$ cat src/rtl/oam_dma_ctl_pkg.sv
// Shared types and default constants for the NES sprite (OAM) DMA controller.
package oam_dma_pkg;

   typedef enum logic [2:0] {IDLE, HALT, ALIGN, READ, WRITE} dma_state_t;

   localparam logic [15:0] DMA_REG_ADDR_DEF  = 16'h4014;
   localparam logic [15:0] OAM_DATA_ADDR_DEF = 16'h2004;
   localparam logic        GET_PARITY_DEF    = 1'b0;

endpackage

$ cat src/rtl/oam_dma_ctl_if.sv
// CPU-side and system-bus signals seen by the OAM DMA controller.
interface oam_dma_ctl_if;

   logic [15:0] cpu_addr;
   logic [7:0]  cpu_dout;
   logic        cpu_rw;
   logic [7:0]  bus_rdata;
   logic        cpu_rdy;
   logic        dma_sel;
   logic [15:0] bus_addr;
   logic        bus_rw;
   logic [7:0]  bus_wdata;
   logic        dma_busy;
   logic        dma_done;

   modport master (
      input  cpu_addr, cpu_dout, cpu_rw, bus_rdata,
      output cpu_rdy, dma_sel, bus_addr, bus_rw, bus_wdata, dma_busy, dma_done
   );

   modport slave (
      output cpu_addr, cpu_dout, cpu_rw, bus_rdata,
      input  cpu_rdy, dma_sel, bus_addr, bus_rw, bus_wdata, dma_busy, dma_done
   );

endinterface

$ cat src/rtl/oam_dma_ctl.sv
// Sprite DMA: on a CPU write to $4014, halts the CPU and copies page XX00-XXFF
// into OAM via 256 read/write pairs to $2004.
module oam_dma_ctl
   import oam_dma_pkg::*;
#(
   parameter logic [15:0] DMA_REG_ADDR  = DMA_REG_ADDR_DEF,
   parameter logic [15:0] OAM_DATA_ADDR = OAM_DATA_ADDR_DEF,
   parameter logic        GET_PARITY    = GET_PARITY_DEF
) (
   input logic               clk,
   input logic               b_rst,
   oam_dma_ctl_if.master     dma
);

   dma_state_t state_q, state_d;
   logic       par_q;
   logic [7:0] page_q, page_d;
   logic [7:0] cnt_q, cnt_d;
   logic [7:0] latch_q, latch_d;

   always_ff @(posedge clk or negedge b_rst) begin
      if (!b_rst) begin
         state_q <= IDLE;
         par_q   <= 1'b0;
         page_q  <= 8'h00;
         cnt_q   <= 8'h00;
         latch_q <= 8'h00;
      end else begin
         state_q <= state_d;
         par_q   <= ~par_q;
         page_q  <= page_d;
         cnt_q   <= cnt_d;
         latch_q <= latch_d;
      end
   end

   always_comb begin
      state_d = state_q;
      page_d  = page_q;
      cnt_d   = cnt_q;
      latch_d = latch_q;
      unique case (state_q)
         IDLE: begin
            if (!dma.cpu_rw && (dma.cpu_addr == DMA_REG_ADDR)) begin
               page_d  = dma.cpu_dout;
               cnt_d   = 8'h00;
               state_d = HALT;
            end
         end
         HALT: begin
            // RDY only stalls reads, so pending CPU writes hold us here.
            if (dma.cpu_rw) begin
               state_d = (par_q != GET_PARITY) ? READ : ALIGN;
            end
         end
         ALIGN: state_d = READ;
         READ: begin
            latch_d = dma.bus_rdata;
            state_d = WRITE;
         end
         WRITE: begin
            if (cnt_q == 8'hFF) begin
               state_d = IDLE;
            end else begin
               cnt_d   = cnt_q + 8'd1;
               state_d = READ;
            end
         end
         default: state_d = IDLE;
      endcase
   end

   always_comb begin
      dma.cpu_rdy   = (state_q == IDLE);
      dma.dma_busy  = (state_q != IDLE);
      dma.dma_sel   = (state_q == READ) || (state_q == WRITE);
      dma.bus_addr  = 16'h0000;
      dma.bus_rw    = 1'b1;
      dma.bus_wdata = 8'h00;
      dma.dma_done  = 1'b0;
      unique case (state_q)
         READ: dma.bus_addr = {page_q, cnt_q};
         WRITE: begin
            dma.bus_addr  = OAM_DATA_ADDR;
            dma.bus_rw    = 1'b0;
            dma.bus_wdata = latch_q;
            dma.dma_done  = (cnt_q == 8'hFF);
         end
         default: ;
      endcase
   end

endmodule

$ cat src/flat_wrapper.sv
// flat-port wrapper written by rule: the top's interface ports become plain ports
module oam_dma_ctl_flat import oam_dma_pkg::*;
#(
   parameter logic [15:0] DMA_REG_ADDR  = DMA_REG_ADDR_DEF,
   parameter logic [15:0] OAM_DATA_ADDR = OAM_DATA_ADDR_DEF,
   parameter logic        GET_PARITY    = GET_PARITY_DEF
)
  (clk, b_rst, dma_cpu_addr, dma_cpu_dout, dma_cpu_rw, dma_bus_rdata, dma_cpu_rdy, dma_dma_sel, dma_bus_addr, dma_bus_rw, dma_bus_wdata, dma_dma_busy, dma_dma_done);
  oam_dma_ctl_if dma_i ();
  input logic clk;
  input logic b_rst;
  input wire logic [$bits(dma_i.cpu_addr)-1:0] dma_cpu_addr;
  input wire logic [$bits(dma_i.cpu_dout)-1:0] dma_cpu_dout;
  input wire logic [$bits(dma_i.cpu_rw)-1:0] dma_cpu_rw;
  input wire logic [$bits(dma_i.bus_rdata)-1:0] dma_bus_rdata;
  output wire logic [$bits(dma_i.cpu_rdy)-1:0] dma_cpu_rdy;
  output wire logic [$bits(dma_i.dma_sel)-1:0] dma_dma_sel;
  output wire logic [$bits(dma_i.bus_addr)-1:0] dma_bus_addr;
  output wire logic [$bits(dma_i.bus_rw)-1:0] dma_bus_rw;
  output wire logic [$bits(dma_i.bus_wdata)-1:0] dma_bus_wdata;
  output wire logic [$bits(dma_i.dma_busy)-1:0] dma_dma_busy;
  output wire logic [$bits(dma_i.dma_done)-1:0] dma_dma_done;
  assign dma_i.cpu_addr = dma_cpu_addr;
  assign dma_i.cpu_dout = dma_cpu_dout;
  assign dma_i.cpu_rw = dma_cpu_rw;
  assign dma_i.bus_rdata = dma_bus_rdata;
  assign dma_cpu_rdy = dma_i.cpu_rdy;
  assign dma_dma_sel = dma_i.dma_sel;
  assign dma_bus_addr = dma_i.bus_addr;
  assign dma_bus_rw = dma_i.bus_rw;
  assign dma_bus_wdata = dma_i.bus_wdata;
  assign dma_dma_busy = dma_i.dma_busy;
  assign dma_dma_done = dma_i.dma_done;
  oam_dma_ctl #(.DMA_REG_ADDR(DMA_REG_ADDR), .OAM_DATA_ADDR(OAM_DATA_ADDR), .GET_PARITY(GET_PARITY)) u_core (.clk(clk), .b_rst(b_rst), .dma(dma_i));
endmodule
$ cat config.mk
export PLATFORM = sky130hd
export DESIGN_NAME = oam_dma_ctl_flat
export DESIGN_NICKNAME = d
export VERILOG_FILES = /design/src/rtl/oam_dma_ctl_pkg.sv /design/src/rtl/oam_dma_ctl_if.sv /design/src/rtl/oam_dma_ctl.sv /design/src/flat_wrapper.sv
export SDC_FILE = /design/constraint.sdc
export NUM_CORES = 1
export LEC_CHECK = 0
export BUFFER_PORTS_ARGS = -buffer_cell sky130_fd_sc_hd__buf_2
export CORE_UTILIZATION = 47
export CTS_CLUSTER_DIAMETER = 100
export DETAILED_ROUTE_END_ITERATION = 10
export PLACE_DENSITY = 0.84
export SLEW_MARGIN = 0
export SYNTH_ARGS = -nofsm -noshare
export SYNTH_HDL_FRONTEND = slang
export SYNTH_SLANG_ARGS = --single-unit
$ cat constraint.sdc
create_clock -name clk -period 2.4 [get_ports clk]
set_clock_uncertainty 0.2 [all_clocks]
set_input_delay 0.48 -clock clk [delete_from_list [all_inputs] [get_ports clk]]
set_output_delay 0.48 -clock clk [all_outputs]
set_load 0.05 [all_outputs]
# Word-level counts from Yosys, hierarchy flattened
# Index checks and enable logic that the tools add are counted.
# classes
add_sub_neg	1
n_eq_ne	9
muxes	12
bitwise_logic	1
n_reduce_logical	9
# op_table
cell	count
16-bit one-hot mux with 2 select lines	1
8-bit 2-to-1 mux	3
16-bit by 15-bit == test with 1-bit output, second input constant	1
8-bit one-hot mux with 2 select lines	1
3-bit one-hot mux with 5 select lines	1
8-bit by 1-bit adder with 8-bit output, second input constant	1
8-bit == test, second input constant	1
3-bit by 2-bit == test with 1-bit output, second input constant	2
3-bit 2-to-1 mux	2
2-bit inequality test, second input constant	2
2-bit AND reduction	2
3-bit by 1-bit == test with 1-bit output, second input constant	1
3-bit == test, second input constant	1
3-bit zero test	1
1-bit 2-to-1 mux	3
3-bit AND reduction	1
3-bit nonzero test	1
2-bit 2-to-1 mux	1
2-bit by 1-bit inequality test with 1-bit output, second input constant	1
2-bit nonzero test	1
1-bit logical AND	1
1-bit zero test	1
1-bit logical OR	1
1-bit inverter	1
# totals
regBits	28
input_bits	35
output_inout_bits	29
wordCells	37

# Depth between registers and ports, before layout
# Gate-level depths: netlist of run 1.
# depth
word_depth	4
mapped_depth	7
depth_no_buf	5

# Least setup slack after synthesis of run 1
# Ideal clock, no wire load.
# synth_path
path_kind	flip-flop to output port
from	register u_core.state_q[1]
to	output dma_dma_done
t_arrival_ps	1652
required_time_ps	1720
setup_slack_ps	68
path_stages_with_launch	5
path_buffers	1
path_cell_list	dfrtp_1 > nor3b_2 > inv_1 > buf_2 > nor2_1
# synth_between
elab_chain_cells	2
# synth_rtl
element	line	text
from (decl)	oam_dma_ctl.sv:15	dma_state_t state_q, state_d;
from (signal assigned)	oam_dma_ctl.sv:29	state_q <= state_d;
3-bit == test	oam_dma_ctl.sv:81	unique case (state_q)
1-bit 2-to-1 mux	oam_dma_ctl.sv:81	
to (decl)	flat_wrapper.sv:22	output wire logic [$bits(dma_i.dma_done)-1:0] dma_dma_done;
# No other way between the ends.

# Worst setup path in the final report of run 1
# layout_path
from	register u_core.cnt_q[1]
to	output dma_dma_done
# layout_between
elab_chain_cells	2
# layout_rtl
element	line	text
from (decl)	oam_dma_ctl.sv:18	logic [7:0] cnt_q, cnt_d;
from (signal assigned)	oam_dma_ctl.sv:32	cnt_q <= cnt_d;
8-bit == test	oam_dma_ctl.sv:87	dma.dma_done = (cnt_q == 8'hFF);
1-bit 2-to-1 mux	oam_dma_ctl.sv:81	
# No other way between the ends.

==> out/metrics.cfg, run 1 <==
[cells_and_area]
fillers=287
nets=244
synthToLayoutAreaGrowth_pct=27.8
multi_input_area_um2=763
seq_area_um2=706
n_antenna_cell=0
drive_above_1_share=0.507
final_area_um2=1960

[power_and_ir_drop]
total_power_w=0.00228
power.switching_fraction=0.473
intPower_w=0.00120
pwr-share-clk=0.098
p_seq_frac=0.347
vdd_ir_drop_max_v=0.000779
power_frac_comb=0.556
powerDensity_nw_per_um2=1160
power.switching_w=0.00108
p_leak_nw=0.992

[timing]
setup_viol_count_final=0
post-route-period-util=0.961
fmax_ghz=0.434
maxSlewHeadroom=0.601
final_max_slew_viol_count=0
worst_pin_slew_ns=0.598
period_needed_ns=2.31
hold_violations=0
whs_ns=0.176

[clocking]
clockBufferDepth=2
numCtsBuffers=3
path_clk_slew_ns=0.14
h-tree-depth=1
cts.sinks=28
cts_tree=done
root_buffer=clkbuf_4
clk_latency_ns=0.32

[drt]
viasPerCell=4.97
first_pass_iters=4
drt_iter0_markers=33
drc_errors=0
wl_mm=2.95
drtAntennaViolNets=0
wl_per_cell_um=11.7
num_vias=1247

[synth]
yosysSeqAreaShare=0.456
synth_area_per_cell_um2=10.9
synthSimpleGateAreaFrac=0.260
netlist_area_um2=1540
synth_top_family_by_area=simple AND/OR/NAND/NOR gates
muxShareOfSynthArea=0.129
syn_inst=141
synth_fa_ha_area_frac=0.00814
syn_nets=177
ys_seq_elements=28
yosys_warnings=0
synth_xor_area_frac=0.0228
synth_cell_types=37
synth-compound-area-share=0.0757

[critical_path]
crit_path_end_kind=primary output
cp.arrival_ns=1.63
required_ns=1.72
crit_fanout=4
startpoint_type=flop
critPathKind=flop to primary output

[floorplan]
die_area_um2=3500
die_h_um=59.2
num_io_pins=64
core-area_um2=3080
rows=20
die_w_um=59.2
start_util=0.499

[grt]
grt_pass1_wl_mm=4.84
grt_antenna_before_repair=0
grt_pass1_vias=1114
grt_max_degree=29
grt_overflow_total=0
grt_use_total=0.180

[status]
status=finished, final reports clean

[placed_design]
hpwlAfterDp_mm=2.12
dpl_cell_area_um2=1880
gp_congestion=0.768
port_buffers=63

[run]
max-cap-violations=0

[worst_hold_path]
hp-class=primary input to flop

## power groups by stage
stage          Combinational, W  Sequential (W)  Clock, W
3_3_place_gp            0.00120        0.000790         0
6_report                0.00127        0.000791  0.000222
5_1_grt                 0.00138        0.000817  0.000251
2_1_floorplan           0.00103        0.000737         0
3_5_place_dp            0.00123        0.000798         0
4_1_cts                 0.00124        0.000790  0.000229
## flip-flops by register name (all words and copies together), names as in the netlist
register / cells
u_core.par_q: 1
u_core.state_q: 3
u_core.latch_q: 8
u_core.page_q: 8
u_core.cnt_q: 8
## Yosys cell counts (all sizes together)
library cell,number,area (um2)
dfrtp,28,701
and2,22,138
mux2,16,199
nand2,12,45.0
nand3,8,45.0
buf,6,47.6
nor2,6,32.5
inv,5,18.8
o22ai,5,31.3
o211ai,4,30.0
and3,3,18.8
o21ai,3,15.0
xnor2,3,26.3
a21oi,2,10.0
clkbuf,2,7.51
nand4,2,18.8
nor3b,2,20.0
nor4b,2,38.8
a31o,1,8.76
a31oi,1,6.26
ha,1,12.5
nor3,1,16.3
nor4,1,12.5
o21a,1,7.51
o21bai,1,7.51
or3,1,6.26
or4,1,7.51
xor2,1,8.76
## placed cells by master, fill, tap and decap left out, drive strengths merged
cell / count
nor3b: 2
and2: 22
inv: 5
or3: 1
nand2: 12
o21bai: 1
a31oi: 1
nor4b: 2
nand3: 8
o21a: 1
o21ai: 3
dlygate4sd3: 1
clkbuf: 7
nor3: 1
a21oi: 2
or4: 1
o211ai: 4
xnor2: 3
nor4: 1
buf: 66
and3: 3
nor2: 6
o22ai: 5
a31o: 1
mux2: 16
ha: 1
xor2: 1
nand4: 2
dfrtp: 28
## repair_timing
action                                 in CTS  in global routing
gates resized for setup                     4                  7
hold buffers                                1                  0
endpoints found under the hold margin      28                  0
pin swaps                                   0                  0
setup endpoints to repair                  12                 18
buffers inserted                            0                  2
## stage by stage
step                      setup slack [ns]  setup TNS (ns)   util  instances
final                               0.0935               0  0.638        251
after global routing               -0.0210         -0.0285  0.638        251
after CTS                           0.0168               0  0.628        249
after detailed placement             0.276               0  0.611        244
after global placement               0.297               0  0.611        244
after floorplan                     0.0677               0      -        141
## routing by layer
layer | part of all wire | wire [um] | GRT usage | up-vias
met4 | 0 | 0 | 0.0204 | 0
met2 | 0.51 | 1490 | 0.321 | 36
met1 | 0.44 | 1310 | 0.225 | 586
li1 | - | - | - | 625
met5 | 0 | 0 | 0 | -
met3 | 0.049 | 143 | 0.0459 | 0
## critical path, cell delays in order, from the launching register on
cell,delay (ns)
dfrtp_1,0.42
ha_1,0.20
and3_2,0.25
nand3_1,0.11
nor2_1,0.12
buf_4,0.21
## kinds of logic after synthesis
family                   Yosys count
AND/OR/NAND/NOR                   61
flip-flops                        28
AO/OA/AOI/OAI                     18
multiplexers                      16
buffers and inverters             13
XOR/XNOR                           4
adder cells (fa/ha/maj)            1
## layout make-up
cell class	instances	share of cell area
Multi-Input combinational cell	100	0.389
Sequential cell	28	0.359
Timing Repair Buffer	70	0.196
Tap cell	44	0.0280
Clock buffer	4	0.0185
Inverter	5	0.00956
## final timing paths
check,to,cells after the start,from,slack [ns]
max reg2reg,u_core.page_q[1],4,u_core.state_q[1],0.48
min reg2reg,u_core.par_q,1,u_core.par_q,0.21
min in group asynchronous,u_core.cnt_q[7],2,b_rst,0.48
max in group asynchronous,u_core.state_q[2],2,b_rst,1.10
max,dma_dma_done,5,u_core.cnt_q[1],0.09
min,u_core.page_q[7],2,dma_cpu_dout[7],0.18
Power figures use the tool's default switching activity.
==> run 2, diff against run 1 <==
- ABC_AREA: not set -> 1
- CORE_UTILIZATION: 47 -> 48
- PLACE_DENSITY: 0.84 -> 0.85
==> out/metrics.cfg, run 2 <==
[synth]
async_reset_ff_frac=1.00
ys_top_cells_by_area=dfrtp_1 (45%), nand2_1 (15%), nor2_1 (9.1%)
yosys_warnings=0
netlist_area_um2=1570
synth_top_area_share=0.447
syn_nets=256
synth_area_per_cell_um2=7.12
synth-main-ff-cell=dfrtp_1
yosys.area.top_type=dfrtp_1
muxShareOfSynthArea=0
syn_inst=220
yosysSeqAreaShare=0.447
synth_cell_types=26
synth_top_family_by_area=simple AND/OR/NAND/NOR gates
ys_top_cells_by_count=nand2_1 (63), nor2_1 (38), inv_1 (30)
yosysMostFrequentCell=nand2_1
synth-edff-count=0
synth-compound-area-share=0.0615
synth_xor_area_frac=0
synth_fa_ha_area_frac=0.00799
ys_seq_elements=28
synthSimpleGateAreaFrac=0.381

[timing]
period_needed_ns=2.29
fmax_ghz=0.437
worst_pin_slew_ns=0.612
maxSlewHeadroom=0.592
hold_violations=0
setup_viol_count_final=0
post-route-period-util=0.954
final_max_slew_viol_count=0
setup_tns_ns=0
rsz0062_at_grt=false
layout_setup_ws_ns=0.110

[drt]
drc_errors=0
drt_iter0_markers=58
wl_mm=3.40
viasPerCell=4.72
drtAntennaViolNets=0
num_vias=1561
wl_per_cell_um=10.3
first_pass_iters=4

[cells_and_area]
layout_common_cells=nand2_1 (63), buf_2 (50), nor2_1 (38)
multi_input_area_um2=712
drive_above_1_share=0.317
post-route-util=0.665
nets=324
synthToLayoutAreaGrowth_pct=30.8
seq_area_um2=702
layout_commonest_cell=nand2_1
fillers=275
top_regs=u_core.cnt_q: 8 flops, u_core.latch_q: 8 flops, u_core.page_q: 8 flops
n_antenna_cell=0

[power_and_ir_drop]
p_leak_nw=1.17
power.switching_fraction=0.225
powerDensity_nw_per_um2=428
total_power_w=0.000877
vdd_ir_drop_max_v=0.000206
pwr-share-clk=0.356
power_frac_comb=0.097
p_seq_frac=0.548
power.switching_w=0.000197
intPower_w=0.000680

[clocking]
clk_latency_ns=0.33
cts_tree=done
numCtsBuffers=3
cts.sinks=28
root_buffer=clkbuf_4
h-tree-depth=1
path_clk_slew_ns=0.15
clockBufferDepth=2

[placed_design]
port_buffers=63
dp_slack_ns=0.346
gp_congestion=0.845
hpwlAfterDp_mm=2.38

[status]
status=finished, final reports clean

[critical_path]
startpoint_type=flop
rrSetupSlack_ns=0.67
crit_chain=nor3_4 > inv_2 > nor2_1 > buf_2
regToRegEndpoint=u_core.cnt_q[0]
rr_startpoint=u_core.state_q[1]
critPathKind=flop to primary output
startpoint=u_core.state_q[2]
crit_fanout=15
cp.arrival_ns=1.61
crit_path_end=dma_bus_addr[7]
crit_path_end_kind=primary output
r2r.worst_path.cells=8
slowest_delay_ns=0.49
worst_path_max_delay_cell=dfrtp_2
required_ns=1.72

[grt]
grt_overflow_total=0
grt_max_degree=29
grt_pass1_vias=1270
grt_antenna_before_repair=0
use_met2=0.356
use_met1=0.245
grt_use_total=0.202
grt_busiest_layer=met2
grt_pass1_wl_mm=5.26
grtUsageMet3=0.0262

[worst_hold_path]
hp-class=primary input to flop
min-delay-start=dma_bus_rdata[4]

[floorplan]
die_area_um2=3500
num_io_pins=64
rows=20
core-area_um2=3080
start_util=0.509
die_w_um=59.1
die_h_um=59.1

[run]
max-cap-violations=0

run 2: changes by cell type in the layout (fill, tap and decap cells not counted), moves of 11 or more:
cell / before / now
nor2_1: 4 / 38
nand2_1: 12 / 63
and2_1: 22 / 0
mux2_2: 11 / 0
nand3_1: 7 / 18
inv_1: 4 / 29
run 2: layer usage:
metal	vias up	routed length (um)
met4	0	52
met5	-	0
met1	692	1560
li1	808	-
met2	55	1610
met3	6	178
run 2: timing repair:
| action | CTS | global route |
|---|---|---|
| buffers inserted | 0 | 2 |
| endpoints found under the setup margin | 14 | 17 |
| resized for setup | 3 | 16 |
| hold endpoints to repair | 28 | 0 |
| hold buffers | 1 | 0 |
run 2: power groups by stage:
stage          clock, W  combinational, W  sequential [W]
4_1_cts        0.000316         0.0000860        0.000480
5_1_grt        0.000333         0.0000935        0.000481
3_5_place_dp          0         0.0000846        0.000489
2_1_floorplan         0         0.0000405        0.000489
6_report       0.000312         0.0000847        0.000480
3_3_place_gp          0         0.0000838        0.000489
run 2: logic make-up after synthesis:
| kind of cell | count (synthesis) |
|---|---|
| AOI/OAI and AO/OA | 17 |
| buffers and inverters | 40 |
| adders and majority gates | 1 |
| DFF | 28 |
| and+or+nand+nor | 134 |
run 2: stage by stage:
stage	area, um2	std cells	hold slack, ns
after detailed placement	1920	324	0.204
after global routing	2050	331	0.141
after global placement	1920	324	0.194
after CTS	1990	329	0.142
after floorplan	1570	220	-0.0156
final	2050	331	0.140
run 2: area by class of cell:
type                            count  share of cell area
Clock inverter                      1              0.0147
Clock buffer                        3              0.0110
Inverter                           35              0.0641
Timing Repair Buffer               68               0.193
Tap cell                           44              0.0269
Multi-Input combinational cell    152               0.348
Sequential cell                    28               0.343
run 2: critical path: cells and delay by family, from the launching register on:
| family | cells | cell delay (ns) |
|---|---|---|
| DFF | 1 | 0.49 |
| buffers and inverters | 2 | 0.43 |
| and+or+nand+nor | 2 | 0.35 |
run 2: worst min path at each step:
stage                                    to  slack [ns]  cells after the start
after global placement         u_core.par_q        0.19                      1
after CTS                 u_core.latch_q[4]        0.14                      3
after floorplan             u_core.cnt_q[0]       -0.02                      0
after global routing      u_core.latch_q[4]        0.14                      3
final                     u_core.latch_q[4]        0.14                      3
after detailed placement       u_core.par_q        0.20                      1
